### config.mk
export PLATFORM = sky130hd
export DESIGN_NAME = stream_unpacker
export DESIGN_NICKNAME = d
export VERILOG_FILES = /design/src/rtl/stream_pkg.sv /design/src/rtl/stream_unpacker.sv
export SDC_FILE = /design/constraint.sdc
export NUM_CORES = 1
export LEC_CHECK = 0
export ABC_AREA = 1
export BUFFER_PORTS_ARGS = -buffer_cell sky130_fd_sc_hd__buf_4
export CAP_MARGIN = 0
export CORE_UTILIZATION = 57
export CTS_CLUSTER_SIZE = 14
export DETAILED_ROUTE_END_ITERATION = 8
export GPL_TIMING_DRIVEN = 0
export MAX_ROUTING_LAYER = met4
export PLACE_DENSITY = 0.84
export SLEW_MARGIN = 20
export SYNTH_ARGS = -nofsm -noshare
export SYNTH_HDL_FRONTEND = slang
export SYNTH_SLANG_ARGS = --single-unit
### constraint.sdc
create_clock -name clk -period 3.3 [get_ports clk]
set_clock_uncertainty 0.05 [all_clocks]
set_input_delay 0.66 -clock clk [delete_from_list [all_inputs] [get_ports clk]]
set_output_delay 0.66 -clock clk [all_outputs]
set_load 0.02 [all_outputs]
### src/rtl/stream_pkg.sv
// rtl/stream_pkg.sv - shared state and order encodings for stream_unpacker
package stream_pkg;

    typedef enum logic {
        IDLE  = 1'b0,
        SHIFT = 1'b1
    } state_t;

    localparam logic ORDER_LR = 1'b0;
    localparam logic ORDER_RL = 1'b1;

endpackage

### src/rtl/stream_unpacker.sv
// rtl/stream_unpacker.sv - word to slice unpacker; STREAM_UNPACKER_LAST_EN adds out_last
module stream_unpacker
    import stream_pkg::*;
#(
    parameter int WORD_W  = 32,
    parameter int SLICE_W = 8
) (
    input  logic               clk,
    input  logic               rst_n,
    input  logic               order_i,
    input  logic               in_valid,
    output logic               in_ready,
    input  logic [WORD_W-1:0]  in_data,
    output logic               out_valid,
    input  logic               out_ready,
    output logic [SLICE_W-1:0] out_data
`ifdef STREAM_UNPACKER_LAST_EN
    ,
    output logic               out_last
`endif
);

    localparam int N   = WORD_W / SLICE_W;
    localparam int K_W = (N > 1) ? $clog2(N) : 1;
    localparam logic [K_W-1:0] LAST = K_W'(N - 1);

    if ((WORD_W % SLICE_W) != 0) begin : g_bad_width
        $fatal(1, "stream_unpacker: WORD_W must be a multiple of SLICE_W");
    end

    state_t              state_q, state_d;
    logic [K_W-1:0]      k_q, k_d;
    logic [WORD_W-1:0]   data_q, data_d;
    logic                order_q, order_d;
    logic                in_fire;
    logic                out_fire;

    // The current slice always sits at the end the word is being consumed from,
    // so out_data is a pure select of registered state.
    assign out_valid = (state_q == SHIFT);
    assign out_data  = (order_q == ORDER_RL) ? data_q[SLICE_W-1:0]
                                             : data_q[WORD_W-1 -: SLICE_W];
`ifdef STREAM_UNPACKER_LAST_EN
    assign out_last  = out_valid && (k_q == LAST);
`endif

    // Next-state: accept, shift per handshake, chain a new word on the final slice.
    always_comb begin
        state_d  = state_q;
        k_d      = k_q;
        data_d   = data_q;
        order_d  = order_q;
        in_ready = (state_q == IDLE) || ((k_q == LAST) && out_ready);
        in_fire  = in_valid && in_ready;
        out_fire = out_valid && out_ready;

        case (state_q)
            IDLE: begin
                if (in_fire) begin
                    state_d = SHIFT;
                    k_d     = '0;
                    data_d  = in_data;
                    order_d = order_i;
                end
            end
            SHIFT: begin
                if (out_fire) begin
                    if (k_q == LAST) begin
                        k_d = '0;
                        if (in_fire) begin
                            data_d  = in_data;
                            order_d = order_i;
                        end else begin
                            state_d = IDLE;
                            data_d  = '0;
                        end
                    end else begin
                        k_d    = k_q + K_W'(1);
                        data_d = (order_q == ORDER_RL) ? (data_q >> SLICE_W)
                                                       : (data_q << SLICE_W);
                    end
                end
            end
            default: begin
                state_d = IDLE;
                k_d     = '0;
                data_d  = '0;
            end
        endcase
    end

    // State register; reset drops any partially emitted word.
    always_ff @(posedge clk or negedge rst_n) begin
        if (!rst_n) begin
            state_q <= IDLE;
            k_q     <= '0;
            data_q  <= '0;
            order_q <= ORDER_LR;
        end else begin
            state_q <= state_d;
            k_q     <= k_d;
            data_q  <= data_d;
            order_q <= order_d;
        end
    end

endmodule

==> impl_metrics.yaml, run 1 <==
sta:
  hold_violations: 0
  rsz0062_at_grt: "no"
  max_slew.worst_pin.slew_ns: 0.584
  timing.final.crit_share_pct: 74.4
  final-max-slew-violation-count: 0
  fin_tns_setup_ns: 0
  slew_headroom_pct: 61.0
  finalSetupViolCount: 0
  fin_crit_ns: 2.46
  max_freq_mhz: 407
floorplan:
  die_h_um: 61.6
  core_area_sq_um: 3360
  start_util_pct: 60.3
  die_x_um: 61.6
  core.rowCount: 21
  die_area_sq_um: 3800
  io_pins: 47
job:
  max_cap_violations: 0
worst_setup_path:
  r2r_start: "k_q[0]$_DFFE_PN0P_"
  arrival_ns: 1.75
  crit_path_end: "out_data[2]"
  rrSetupSlack_ns: 1.63
  timing.rr.end: "data_q[28]$_DFFE_PN0P_"
  worstSetupStartpointType: "flop"
  required_ns: 2.59
  worstRegToRegCells: 6
  crit_type: "flop to primary output"
  cp-startpoint: "order_q$_DFFE_PN0P_"
  crit_fanout: 10
  crit_path_end_kind: "primary output"
layout:
  drive_above_1_share_pct: 20.0
  fin_area_sq_um: 2490
  final_nets: 393
  ff_latch_area_sq_um: 901
  areaGrowthSynthToFinish_pct: 23.1
  antenna_cells: 0
  stdcell_count: 401
  fillCellCount: 299
  multiInputGateArea_sq_um: 996
  utilization_pct: 74.2
routing:
  drtPass1Iterations: 5
  drt_wl_total_um: 5520
  via_count: 2121
  maxUsedRoutingLayer: "met4"
  ant_nets: 0
  vias_per_cell: 5.29
  drt_iter0_drc: 185
  wl_met3_um: 573
  wirelength_met1_um: 2320
  route.detailed.drc: 0
  post_drt_wl_per_cell_um: 13.8
  wl_met2_um: 2570
clocking:
  ctsHoldBuffers: 0
  ctsResizeCount: 0
  cts_sinks: 36
  clockRootBuffer: "clkbuf_4"
  clkLatencyLatePin_ns: 0.35
  cts_made_buffers: 5
  htreeDepth: 2
  cts_buffer_depth: 2
  cts_tree: "done"
  clkSlewWorstSetupHoldPaths_ns: 0.10
  cts_setup_buffers: 0
placed_design:
  hpwl_um: 3820
  place_congestion: 0.850
  placed_area_sq_um: 2430
  io_buffers: 46
  place_inst: 394
synth:
  synth-simple-area-share_pct: 35.2
  syn_area_per_cell_sq_um: 6.71
  synth_ff_type: "dfrtp_1"
  synth_seq_cells: 36
  synth_warnings: 0
  yosysTopAreaCellShare_pct: 44.4
  synth-xor-area-share_pct: 0
  synth_compound_area_share_pct: 13.3
  synthDistinctLibCells: 17
  synthArstFlopShare_pct: 100
  synth_seq_area_share_pct: 44.4
  synth_top_family_by_area: "simple AND/OR/NAND/NOR gates"
  synth_edf_count: 0
  synthesis.nets: 340
  yosysTopAreaCell: "dfrtp_1"
  synth_cells: 302
  synth_common_cells: "114 x nand2_1, 57 x nor2_1, 49 x a21oi_1, 36 x dfrtp_1, 14 x buf_2"
  ys_top_cells_by_area: "dfrtp_1 44%, nand2_1 21%, a21oi_1 12%, nor2_1 11%, buf_2 3.5%"
  syn_area_sq_um: 2030
  synth.most_common_cell: "nand2_1"
  synthAdderAreaFrac_pct: 0.617
  synth.area.mux_share_pct: 0
global_routing:
  grt-ovfl-total: 0
  grt_antenna_before_repair: 0
  grt_pass1_wl_um: 8250
  grt_pass1_vias: 1768
  grtUsageTotal_pct: 31.9
  grt_max_degree: 37
power_and_ir_drop:
  p_leak_nw: 1.31
  ir_worst_vdd_v: 0.000532
  powerDensity_nw_per_um2: 927
min_path:
  min-delay-path-class: "input pin to asynchronous set/reset pin"
run_status:
  status: "finished, final reports clean"
flip-flops by register name, summed over array words and instances, names as in the netlist:
signal,flops
out_valid,1
data_q,32
k_q,2
order_q,1
power by group:
part / switching, W / internal, W
clock network: 0.000146 / 0.000121
logic: 0.000732 / 0.000461
registers: 0.000199 / 0.000655
total: 0.00108 / 0.00124
placed cells by master, fill, tap and decap left out:
cell type / Yosys / routed
nand2_1: 114 / 114
nor2_1: 57 / 57
a21oi_1: 49 / 49
buf_4: 0 / 46
dfrtp_1: 36 / 36
buf_2: 14 / 14
inv_1: 10 / 10
nand4_1: 8 / 8
clkbuf_4: 0 / 5
clkbuf_1: 3 / 3
clkinv_1: 2 / 2
o21ai_1: 2 / 2
clkbuf_8: 0 / 2
inv_2: 1 / 1
nand2_2: 1 / 1
nand3_1: 1 / 1
o21ai_2: 1 / 1
nor2_4: 1 / 1
o21ai_0: 1 / 1
ha_1: 1 / 1
routing by layer:
layer / GRT usage [%] / up-vias
li1: - / 1065
met1: 43.8 / 937
met2: 46.9 / 110
met3: 7.98 / 9
met4: 8.89 / 0
met5: - / -
how the worst min path moves through the flow:
stage                             from                    end  slack, ns
detailed placement  k_q[0]$_DFFE_PN0P_     k_q[0]$_DFFE_PN0P_       0.45
CTS                              rst_n  data_q[3]$_DFFE_PN0P_       0.21
finish                           rst_n  data_q[5]$_DFFE_PN0P_       0.20
global route                     rst_n  data_q[4]$_DFFE_PN0P_       0.24
floorplan                        rst_n  data_q[0]$_DFFE_PN0P_       0.31
global placement    k_q[1]$_DFFE_PN0P_     k_q[1]$_DFFE_PN0P_       0.43
stage by stage:
step           total power [W]  hold WS, ns  setup slack (ns)
3_5_place_dp           0.00203        0.447              1.29
4_1_cts                0.00230        0.214             0.896
3_3_place_gp           0.00200        0.433              1.31
6_report               0.00231        0.195             0.844
5_1_grt                0.00249        0.236             0.829
2_1_floorplan          0.00163        0.314              1.62
worst max-delay path, stage by stage (launching register included):
cell	delay, ns
dfrtp_1	0.37
buf_2	0.16
clkbuf_1	0.47
nand2_1	0.14
nand2_1	0.11
buf_4	0.14
area by class of cell:
type | count | share of cell area, %
clock buffers | 7 | 2.61
well taps | 46 | 2.31
inverters | 13 | 1.96
repair buffers | 46 | 13.8
multi-input cells | 236 | 39.9
plain buffers | 17 | 3.26
flip-flops and latches | 36 | 36.1
kinds of logic (layout without fill, tap and decap cells):
group           count (synthesis)  after routing
buf+inv                        30             83
simple gates                  182            182
flops                          36             36
fa+ha+maj                       1              1
compound gates                 53             53
No activity file was read; power rests on OpenSTA's default activity.
==> inputs of run 2 (changes only) <==
- CORE_UTILIZATION: 57 -> 48
- PLACE_DENSITY: 0.84 -> 0.75
- clock period: 3.3 -> 2.1 ns (I/O delays scaled with it)
==> impl_metrics.yaml, run 2 (same netlist as run 1, synthesis figures left out) <==
clocking:
  htreeDepth: 2
  clkLatencyLatePin_ns: 0.30
  cts_sinks: 36
  cts_made_buffers: 5
  cts_buffer_depth: 2
  clkSlewWorstSetupHoldPaths_ns: 0.07
  cts_tree: "done"
  clockRootBuffer: "clkbuf_8"
layout:
  areaGrowthSynthToFinish_pct: 25.6
  utilization_pct: 63.2
  top_register: "data_q"
  largestRegisters: "data_q x32, k_q x2"
  final_nets: 393
  antenna_cells: 0
  fillCellCount: 387
  final_common_cell: "nand2_1"
  largest_reg_flops: 32
  final_cell_mix: "114 x nand2_1, 57 x nor2_1, 49 x a21oi_1, 46 x buf_4, 36 x dfrtp_1"
  drive_above_1_share_pct: 20.2
sta:
  timing.final.crit_share_pct: 89.3
  hold_violations: 0
  max_freq_mhz: 533
  slew_headroom_pct: 67.7
  max_slew.worst_pin.slew_ns: 0.484
  finalSetupViolCount: 0
  fin_tns_setup_ns: 0
  final-max-slew-violation-count: 0
  fin_crit_ns: 1.88
  rsz0062_at_grt: "no"
power_and_ir_drop:
  p_switching_w: 0.00173
  ir_worst_vdd_v: 0.000655
  switching_share_pct: 45.7
  p_leak_nw: 1.32
  intPower_w: 0.00206
  pwr-share-clk_pct: 13.8
  combPwrFrac_pct: 50.6
  powerDensity_nw_per_um2: 1490
  p_seq_share_pct: 35.6
worst_setup_path:
  worstSetupStartpointType: "flop"
  critPathMaxStageDelay_ns: 0.32
  crit_type: "flop to primary output"
  crit_chain: "buf_2, clkbuf_2, nand2_1, nand2_1, buf_4"
  cpMaxStageDelayCell: "dfrtp_1"
  cp_common_cell: "nand2_1"
  crit_fanout: 10
  crit_path_end_kind: "primary output"
  required_ns: 1.63
  arrival_ns: 1.41
min_path:
  min-delay-path-class: "input pin to asynchronous set/reset pin"
routing:
  route.detailed.drc: 0
  via_count: 2095
  drt_wl_total_um: 5710
  post_drt_wl_per_cell_um: 14.1
  drtPass1Iterations: 6
  vias_per_cell: 5.16
  drt_iter0_drc: 196
  ant_nets: 0
run_status:
  status: "finished, final reports clean"
global_routing:
  grt_antenna_before_repair: 0
  grt_pass1_vias: 1819
  grt-ovfl-total: 0
  grt_pass1_wl_um: 9140
  grtUsageTotal_pct: 29.5
  grt_max_degree: 37
placed_design:
  place_congestion: 0.859
  io_buffers: 46
  hpwl_um: 3990
floorplan:
  die_x_um: 67.0
  core.rowCount: 23
  core_area_sq_um: 4030
  start_util_pct: 50.3
  die_h_um: 67.0
  die_area_sq_um: 4490
  io_pins: 47
job:
  max_cap_violations: 0
-- run 2: through the flow --
stage	total power [W]	hold WS (ns)	setup slack, ns	cells	area [sq um]
after CTS	0.00373	0.0415	0.0566	406	2520
after global placement	0.00316	0.360	0.374	398	2430
after global routing	0.00409	0.0596	0.107	406	2540
final	0.00379	0.0308	0.224	406	2540
after detailed placement	0.00321	0.361	0.385	398	2430
after floorplan	0.00256	0.0744	0.658	302	2030
-- run 2: area by class of cell --
cell class,instances,area (sq um),share of cell area [%]
Tap cell,50,62.6,2.46
Inverter,13,52.6,2.06
Multi-Input combinational cell,236,996,39.1
Sequential cell,36,901,35.4
Clock buffer,8,90.1,3.54
Timing Repair Buffer,47,365,14.4
Buffer,16,77.6,3.05
-- run 2: worst paths after layout --
check,start,end,slack (ns),cells past startpoint
min reg2reg,k_q[1]$_DFFE_PN0P_,k_q[1]$_DFFE_PN0P_,0.46,2
min in group clk,in_data[0],data_q[0]$_DFFE_PN0P_,0.31,3
max,order_q$_DFFE_PN0P_,out_data[6],0.22,5
min,rst_n,data_q[30]$_DFFE_PN0P_,0.03,1
max reg2reg,k_q[0]$_DFFE_PN0P_,data_q[28]$_DFFE_PN0P_,0.42,6
max in group asynchronous,rst_n,data_q[22]$_DFFE_PN0P_,1.65,1
-- run 2: timing repair --
item	in CTS	in global routing
setup buffers	0	1
resized for setup	0	3
hold endpoints to repair	0	0
setup endpoints to repair	0	8
hold buffers	0	0
-- run 2: power groups by stage --
stage	clock, W	sequential [W]	combinational (W)
after floorplan	0	0.00124	0.00132
after global placement	0	0.00133	0.00183
after detailed placement	0	0.00134	0.00187
after CTS	0.000522	0.00133	0.00187
after global routing	0.000563	0.00138	0.00214
final	0.000521	0.00135	0.00192
-- run 2: routing by layer --
layer	vias up	track usage, %	wire, um
met5	-	-	0
met4	0	10.9	74
met3	7	6.16	457
met2	86	43.8	2580
met1	945	39.5	2600
li1	1057	-	-
-- run 2: worst max-delay path, delay by kind of cell (launching register included) --
kind	cells	cell delay, ns
DFF	1	0.32
buffers and inverters	3	0.62
and+or+nand+nor	2	0.18
